### src/rtl/display_mux_n.sv
// Multiplexed common-anode seven-segment driver with double-buffered value, per-digit dp/blank and PWM brightness.
// Define DISPLAY_LZS_EN to enable leading-zero suppression.
module display_mux_n #(
  parameter int NDIGITS       = 8,
  parameter int PRESCALE_BITS = 17,
  parameter int BRIGHT_BITS   = 4
) (
  input  logic                   clock,
  input  logic                   reset,
  input  logic [4*NDIGITS-1:0]   val,
  input  logic [NDIGITS-1:0]     dp,
  input  logic [NDIGITS-1:0]     blank,
  input  logic                   load,
  input  logic [BRIGHT_BITS-1:0] brightness,
  output logic [7:0]             segments,
  output logic [NDIGITS-1:0]     digitselect,
  output logic                   frame
);

  localparam int IW = (NDIGITS > 1) ? $clog2(NDIGITS) : 1;

  logic [4*NDIGITS-1:0]   sv;
  logic [NDIGITS-1:0]     sdp;
  logic [NDIGITS-1:0]     sblank;
  logic [PRESCALE_BITS-1:0] pre;
  logic [IW-1:0]          idx;
  logic [NDIGITS-1:0]     suppress;

  logic [3:0] curnib;
  logic       curdp;
  logic       curblank;
  logic       cursupp;
  logic       onwindow;
  logic       active;

  // Active-low {g,f,e,d,c,b,a} pattern for one hex nibble
  function automatic logic [6:0] hexto7seg(input logic [3:0] h);
    logic [6:0] s;
    case (h)
      4'h0: s = 7'h40;
      4'h1: s = 7'h79;
      4'h2: s = 7'h24;
      4'h3: s = 7'h30;
      4'h4: s = 7'h19;
      4'h5: s = 7'h12;
      4'h6: s = 7'h02;
      4'h7: s = 7'h78;
      4'h8: s = 7'h00;
      4'h9: s = 7'h10;
      4'hA: s = 7'h08;
      4'hB: s = 7'h03;
      4'hC: s = 7'h46;
      4'hD: s = 7'h21;
      4'hE: s = 7'h06;
      default: s = 7'h0E;
    endcase
    return s;
  endfunction

  always_ff @(posedge clock) begin
    if (reset) begin
      sv     <= '0;
      sdp    <= '0;
      sblank <= '1;
    end else if (load) begin
      sv     <= val;
      sdp    <= dp;
      sblank <= blank;
    end
  end

  // Slot timing: idx moves on the last cycle of each slot, wrapping at NDIGITS-1
  always_ff @(posedge clock) begin
    if (reset) begin
      pre <= '0;
      idx <= '0;
    end else begin
      pre <= pre + 1'b1;
      if (&pre) begin
        idx <= (idx == IW'(NDIGITS-1)) ? '0 : idx + 1'b1;
      end
    end
  end

`ifdef DISPLAY_LZS_EN
  // Walk from the top digit down; a digit is suppressed while everything at and above it is zero with no dp
  always_comb begin
    logic zeroabove;
    zeroabove = 1'b1;
    suppress  = '0;
    for (int i = NDIGITS-1; i >= 0; i--) begin
      zeroabove   = zeroabove & (sv[4*i +: 4] == 4'h0) & ~sdp[i];
      suppress[i] = (i != 0) && zeroabove;
    end
  end
`else
  assign suppress = '0;
`endif

  always_comb begin
    curnib   = 4'h0;
    curdp    = 1'b0;
    curblank = 1'b1;
    cursupp  = 1'b0;
    for (int i = 0; i < NDIGITS; i++) begin
      if (idx == IW'(i)) begin
        curnib   = sv[4*i +: 4];
        curdp    = sdp[i];
        curblank = sblank[i];
        cursupp  = suppress[i];
      end
    end
  end

  assign onwindow = (pre[PRESCALE_BITS-1 -: BRIGHT_BITS] <= brightness);
  assign active   = onwindow & ~curblank & ~cursupp;

  always_ff @(posedge clock) begin
    if (reset) begin
      segments    <= 8'hFF;
      digitselect <= '1;
      frame       <= 1'b0;
    end else begin
      frame <= (idx == '0) && (pre == '0);
      if (active) begin
        digitselect <= ~(NDIGITS'(1) << idx);
        segments    <= {~curdp, hexto7seg(curnib)};
      end else begin
        digitselect <= '1;
        segments    <= 8'hFF;
      end
    end
  end

endmodule
### config.mk
export PLATFORM = sky130hd
export DESIGN_NAME = display_mux_n
export DESIGN_NICKNAME = d
export VERILOG_FILES = /design/src/rtl/display_mux_n.sv
export SDC_FILE = /design/constraint.sdc
export NUM_CORES = 1
export LEC_CHECK = 0
export ABC_AREA = 1
export CORE_MARGIN = 8
export CORE_UTILIZATION = 48
export CTS_CLUSTER_SIZE = 28
export DETAILED_ROUTE_END_ITERATION = 7
export GPL_ROUTABILITY_DRIVEN = 0
export PLACE_DENSITY = 0.77
export SYNTH_ARGS = -nofsm -noshare
export SYNTH_HDL_FRONTEND = slang
export SYNTH_SLANG_ARGS = --single-unit
### constraint.sdc
create_clock -name clock -period 2.2 [get_ports clock]
set_input_delay 0.44 -clock clock [delete_from_list [all_inputs] [get_ports clock]]
set_output_delay 0.44 -clock clock [all_outputs]
set_load 0.1 [all_outputs]
==> results of run 1 <==
-- flip-flops by register name (all words and copies together) (netlist names) --
signal,cells
digitselect,8
frame,1
idx,3
pre,17
sblank,8
sdp,8
segments,8
sv,32
-- per-stage QoR --
stage | setup WS [ns] | hold WS, ns
CTS | -0.0137 | 0.460
detailed placement | -0.0830 | 0.444
floorplan | 0.0461 | 0.429
global route | -0.135 | 0.478
global placement | -0.0243 | 0.439
finish | 0.0389 | 0.457
-- synthesized netlist by cell type --
| library cell | n |
|---|---|
| nand2_1 | 117 |
| nor2_1 | 107 |
| dfxtp_1 | 85 |
| inv_1 | 53 |
| o21ai_0 | 53 |
| nand3_1 | 38 |
| a21oi_1 | 19 |
| ha_1 | 19 |
| clkbuf_1 | 17 |
| nand2_2 | 7 |
| nor3_1 | 7 |
| inv_2 | 4 |
| buf_6 | 3 |
| nand2_4 | 3 |
| nand4_1 | 3 |
| nor4_1 | 3 |
| xor2_1 | 3 |
| a211oi_1 | 2 |
| nand3_2 | 2 |
| nor2_2 | 2 |
| nor2_4 | 2 |
| nor3_4 | 2 |
| o211ai_1 | 2 |
| or2_0 | 2 |
| a32oi_1 | 1 |
| buf_1 | 1 |
| buf_2 | 1 |
| clkinv_1 | 1 |
| clkinv_4 | 1 |
| inv_8 | 1 |
| nand4_2 | 1 |
| nor3_2 | 1 |
| nor3b_2 | 1 |
| nor4_2 | 1 |
| o21ai_1 | 1 |
| or2_1 | 1 |
| or2_4 | 1 |
-- where the power goes --
part           internal (mW)  total, mW  switching [mW]
clock                  0.755       1.31           0.550
sequential              1.61       1.65          0.0376
combinational          0.206      0.481           0.275
total                   2.57       3.43           0.863
-- metal layers --
metal | routed length [um] | global-route usage (%)
met5 | 0 | 0
met1 | 4340 | 20.8
met3 | 425 | 3.99
met4 | 238 | 5.45
met2 | 5700 | 31.1
-- cells by family (layout without fill, tap and decap cells) --
kind of cell	after synthesis	in the layout	share of synthesized area, %
compound gates	78	78	9.96
xor+xnor	3	3	0.648
fa+ha+maj	19	19	5.86
buf+inv	82	187	8.48
flops	85	85	41.9
simple gates	301	301	33.1
-- worst register-to-register path: stages, from the launching register on --
cell	delay, ns
dfxtp_4	0.38
inv_4	0.08
ha_4	0.15
inv_2	0.04
nor2_4	0.15
nand3_2	0.10
nand2_2	0.06
nand2_2	0.05
nand2_2	0.05
nand2_1	0.05
nand2_1	0.06
nand2_1	0.06
nand2_1	0.08
nand2_2	0.07
nand2_4	0.09
inv_6	0.05
ha_4	0.25
nand2_1	0.06
nor2_1	0.16
nor2_1	0.06
nand2_1	0.05
-- placed cells by master (no fill, tap or decap), drive strengths merged --
master,count
inv,58
ha,19
xor2,3
nand2,127
o211ai,2
a32oi,1
bufinv,3
nand4,4
nand3,40
a21oi,19
clkdlybuf4s50,54
clkbuf,10
nor2,111
or2,4
nor3,10
nor3b,1
o21ai,54
a211oi,2
buf,57
dfxtp,85
clkinv,4
nor4,4
clkinvlp,1
-- worst paths after layout --
check	slack (ns)	to	from
hold / removal	0.46	sdp[7]	sdp[7]
setup reg to reg	0.04	segments[1]	idx[1]
hold reg to reg	0.46	sdp[7]	sdp[7]
setup / recovery	0.04	segments[1]	idx[1]
-- layout make-up --
type | instances | area [um^2]
timing repair buffer | 111 | 988
multi-input combinational | 401 | 2230
fill | 664 | 2660
clock inverter | 6 | 111
tap | 105 | 131
clock buffer | 10 | 128
inverter | 60 | 255
sequential | 85 | 1710
-- timing repair --
action                                  CTS  global route
gates cloned                              0             0
buffers inserted                          3             4
pin swaps                                 0            21
endpoints found under the setup margin    9            20
gates resized for setup                  11            64
==> impl_results.md, run 1 <==
* Worst slew margin at about three quarters
* Layout cells sized above 1 at between 20% and 30%
* Maximum vdd drop at approximately 0.4 mV
* Synth top area share at 41.9%
* Ys Warns at 0
* Antenna violations before repair at 0
* Max FO, Critical Path at 4
* Starting DRT DRC Count at 269
* # DRC at 0
* Max stage delay on crit path at between 0.3 and 0.4 ns
* Detailed Place HPWL at between 7 and 8 mm
* Hold crit path type: register to register
* Final-report hold violation count at 0
* Placed cells at 755
* Worst path slowest cell: dfxtp_4
* Max-cap viol count at 0
* Sequential fraction of the synthesis area at roughly two fifths
* Nets at 742
* Leakage Power at 2.50 nW
* Die Span Y at 108 um
* Cell depth of the worst flop-to-flop path at 20
* Clock buffer depth at 2
* Worst setup path class: register to register
* Top cell by count, worst path: nand2_1
* CP delay by family, top: simple AND/OR/NAND/NOR gates
* Synthesized area at between 0.004 and 0.005 mm^2
* Worst Hold Depth at 2
* Syn Inst Count at approximately 570
* First-pass GRT wire length at between 15 and 20 mm
* Fin. max-slew vios at 0
* TritonCTS Buffers at 9
* Global route overflow at 0
* Synth top area cells: dfxtp_1 42%, nand2_1 11%, nor2_1 9.9%, o21ai_0 6.5%, ha_1 5.9%
* Synth area leader: dfxtp_1
* Width of the die at ~110 um
* Fin crit share at 98.2%
* H-tree levels at 3
* Tightest Pin Transition at slightly below 0.4 ns
* DRT Pass-1 Iters at 4
* Total power at around 3.4 mW
* Setup_tns at 0 ns
* Count of cell types in the netlist at 37
* Post-Route WL at about 11 mm
* Synthesis-to-finish area growth at 37.1%
* Layout Skew at about 0.0086 ns
* Clock Sinks at 85
* F_max at between 0.4 and 0.5 GHz
* Die ar. at 0.0117 mm^2
* Tmin final at ~2.2 ns
* Final Setup Violations at 0
* #FFs+latches synth at 85
* Finished Core Util at 67.7%
* Vias in the first global route at 3762
* Post-route design area at roughly 0.0056 mm^2
* Total track usage at between 10% and 20%
* CP arrival at 2.45 ns
* CP required at about 2.5 ns
* Status: complete, no violations
* Starting Density at 49.4%
* Antenna cell count at 0
* RSZ-0062 raised after global routing: yes
* Crit-path cells: inv_4 -> ha_4 -> inv_2 -> nor2_4 -> nand3_2 -> nand2_2 -> nand2_2 -> nand2_2 -> nand2_1 -> nand2_1 -> nand2_1 -> nand2_1 -> nand2_2 -> nand2_4 -> inv_6 -> ha_4 -> nand2_1 -> nor2_1 -> nor2_1 -> nand2_1
* Root Driver: clkbuf_8
* Final Non-Filler Cells at 778
* Crit path launch type: register
* Largest net degree at the start of global routing at 57
* Syn Area/Cell at roughly 7.1 um^2
* Placement Cell Area at about 0.0050 mm^2
* CTS tree: done
* CP Capture Type: register
* CP bufs+invs at 3
* Ports at 72
* Power density over the cells at just over 600 mW/mm^2
* Routed WL per cell at about 14 um
* Via count at 3911
* CP Depth at 20
* Clk_lat worst skew at roughly 0.34 ns
* # rows at 33
* Post-synth net total at 642
* Clock slew at reported path FFs at approximately 0.080 ns
* Final ANT Viol Nets at 0
* Vias/cell at between 5 and 6
* I/O Buffers at 71
* Core area at between 0.008 and 0.009 mm^2
* Hold buffers post-CTS at 0
No activity file was read; power rests on OpenSTA's default activity.
==> inputs of run 2 (changes only) <==
- REMOVE_ABC_BUFFERS: default -> 1
==> impl_results.md, run 2 (synthesized netlist as in run 1, its figures left out) <==
* Maximum vdd drop at 0.422 mV (was 0.396 mV)
* RSZ-0062 raised after global routing: yes (unchanged)
* Fin crit share at 101% (was 98.2%)
* Crit path launch type: register (unchanged)
* Core area at 0.00822 mm^2 (unchanged)
* Width of the die at 108 um (unchanged)
* Power density over the cells at 595 mW/mm^2 (was 618 mW/mm^2)
* Largest registers: sv x32, pre x17 (unchanged)
* Vias in the first global route at 3915 (was 3762)
* Worst setup path class: register to register (unchanged)
* Finished Core Util at 67.6% (was 67.7%)
* Leakage Power at 2.51 nW (was 2.50 nW)
* Status: finished, violations left (was complete, no violations)
* Max-cap viol count at 0 (unchanged)
* Via count at 4051 (was 3911)
* Hold crit path type: register to register (unchanged)
* Layout cells sized above 1 at 22.4% (was 21.2%)
* F_max at 0.450 GHz (was 0.463 GHz)
* Failing checks: negative setup slack
* Antenna cell count at 0 (unchanged)
* Max reg flops at 32 (unchanged)
* Antenna violations before repair at 0 (unchanged)
* Worst slew margin at 74.2% (was 74.1%)
* Top reg by flops: sv (unchanged)
* Detailed Place HPWL at 7.50 mm (about the same)
* Vias/cell at 5.20 (was 5.03)
* Clock buffer depth at 2 (unchanged)
* Routed WL per cell at 14.3 um (was 13.8 um)
* # rows at 33 (unchanged)
* CP Capture Type: register (unchanged)
* Final Setup Violations at 3 (was 0)
* DRT Pass-1 Iters at 5 (was 4)
* Fin. max-slew vios at 0 (unchanged)
* CTS tree: done (unchanged)
* Synthesis-to-finish area growth at 36.8% (was 37.1%)
* Final ANT Viol Nets at 0 (unchanged)
* Tightest Pin Transition at 0.388 ns (was 0.389 ns)
* Setup ws final at -0.0222 ns (was 0.0389 ns)
* Total track usage at 18.0% (was 17.7%)
* Layout Skew at 0.0125 ns (was 0.00858 ns)
* Starting Density at 49.4% (unchanged)
* I/O Buffers at 71 (unchanged)
* Root Driver: clkbuf_8 (unchanged)
* First-pass GRT wire length at 17.3 mm (was 17.0 mm)
* Die ar. at 0.0117 mm^2 (unchanged)
* Clock Sinks at 85 (unchanged)
* Most common cell after layout, fill and taps aside: nor2_1 (was nand2_1)
* CP required at 2.46 ns (was 2.49 ns)
* Largest net degree at the start of global routing at 44 (was 57)
* Worst hold slack at 0.461 ns (was 0.457 ns)
* # DRC at 0 (unchanged)
* Post-Route WL at 11.1 mm (was 10.7 mm)
* CP arrival at 2.48 ns (was 2.45 ns)
* Starting DRT DRC Count at 179 (was 269)
* Most frequent cells in the layout: 105 x nor2_1, 104 x nand2_1, 81 x dfxtp_1 (was 107 x nand2_1, 106 x nor2_1, 80 x dfxtp_1)
* Nets at 744 (was 742)
* Clock slew at reported path FFs at 0.08 ns (about the same)
* Die Span Y at 108 um (unchanged)
* Clk_lat worst skew at 0.36 ns (was 0.34 ns)
* H-tree levels at 3 (unchanged)
* Max FO, Critical Path at 4 (unchanged)
* Global route overflow at 0 (unchanged)
* Final-report hold violation count at 0 (unchanged)
* Tmin final at 2.22 ns (was 2.16 ns)
* TritonCTS Buffers at 9 (unchanged)
* Ports at 72 (unchanged)
* FILL cells at 637 (was 664)
==> run 2: final timing paths <==
check / startpoint / slack (ns) / to / depth (start not counted)
max reg2reg: idx[1] / -0.02 / segments[1] / 20
min reg2reg: sdp[7] / 0.46 / sdp[7] / 2
min: sdp[7] / 0.46 / sdp[7] / 2
max: idx[1] / -0.02 / segments[1] / 20
==> run 2: routing by layer <==
layer | share of wire [%] | routed length [um] | GRT usage (%) | up-vias
li1 | - | - | - | 2008
met1 | 40 | 4500 | 20.1 | 1887
met2 | 51 | 5720 | 32.7 | 128
met3 | 5.5 | 611 | 4.40 | 28
met4 | 2.7 | 299 | 6.14 | 0
met5 | 0 | 0 | 0 | -
==> run 2: layout make-up <==
cell class | count | area [um^2] | share of cell area (%)
timing repair buffer | 112 | 1000 | 18.0
inverter | 60 | 250 | 4.51
sequential | 85 | 1710 | 30.8
multi-input combinational | 402 | 2250 | 40.5
clock inverter | 3 | 43.8 | 0.789
tap | 105 | 131 | 2.37
clock buffer | 12 | 165 | 2.97
==> run 2: where the power goes <==
group,internal (mW),switching (mW)
registers,1.61,0.0401
clock network,0.612,0.549
logic,0.209,0.280
==> run 2: repair_timing <==
| item | CTS | global route |
|---|---|---|
| setup buffers | 4 | 8 |
| cloned | 0 | 1 |
| hold buffers | 0 | 0 |
| endpoints found under the setup margin | 10 | 20 |
| pin swaps | 2 | 23 |
| resized for setup | 19 | 59 |
==> run 2: per-stage QoR <==
step / setup TNS [ns] / area (um^2) / setup WS [ns] / total power [mW] / std cells
2_1_floorplan: -0.311 / 3950 / -0.109 / 1.92 / 546
3_3_place_gp: -0.126 / 4980 / -0.0260 / 2.11 / 751
3_5_place_dp: -0.790 / 4980 / -0.0822 / 2.13 / 751
4_1_cts: -0.0665 / 5280 / -0.0388 / 3.26 / 770
5_1_grt: -0.944 / 5550 / -0.172 / 3.44 / 779
6_report: -0.0456 / 5550 / -0.0222 / 3.30 / 779
==> run 2: worst max-delay path, stage by stage, from the launching register on <==
cell and delay, ns:
dfxtp_4 0.39, inv_4 0.08, ha_4 0.15, inv_2 0.05
nor2_4 0.13, nand3_2 0.08, nand2_2 0.06, nand2_1 0.07
nand2_1 0.06, nand2_1 0.05, nand2_1 0.06, nand2_1 0.05
nand2_1 0.07, nand2_2 0.07, nand2_4 0.08, inv_4 0.05
ha_1 0.32, nand2_2 0.10, nor2_1 0.05, nor2_1 0.08
nand2_1 0.06
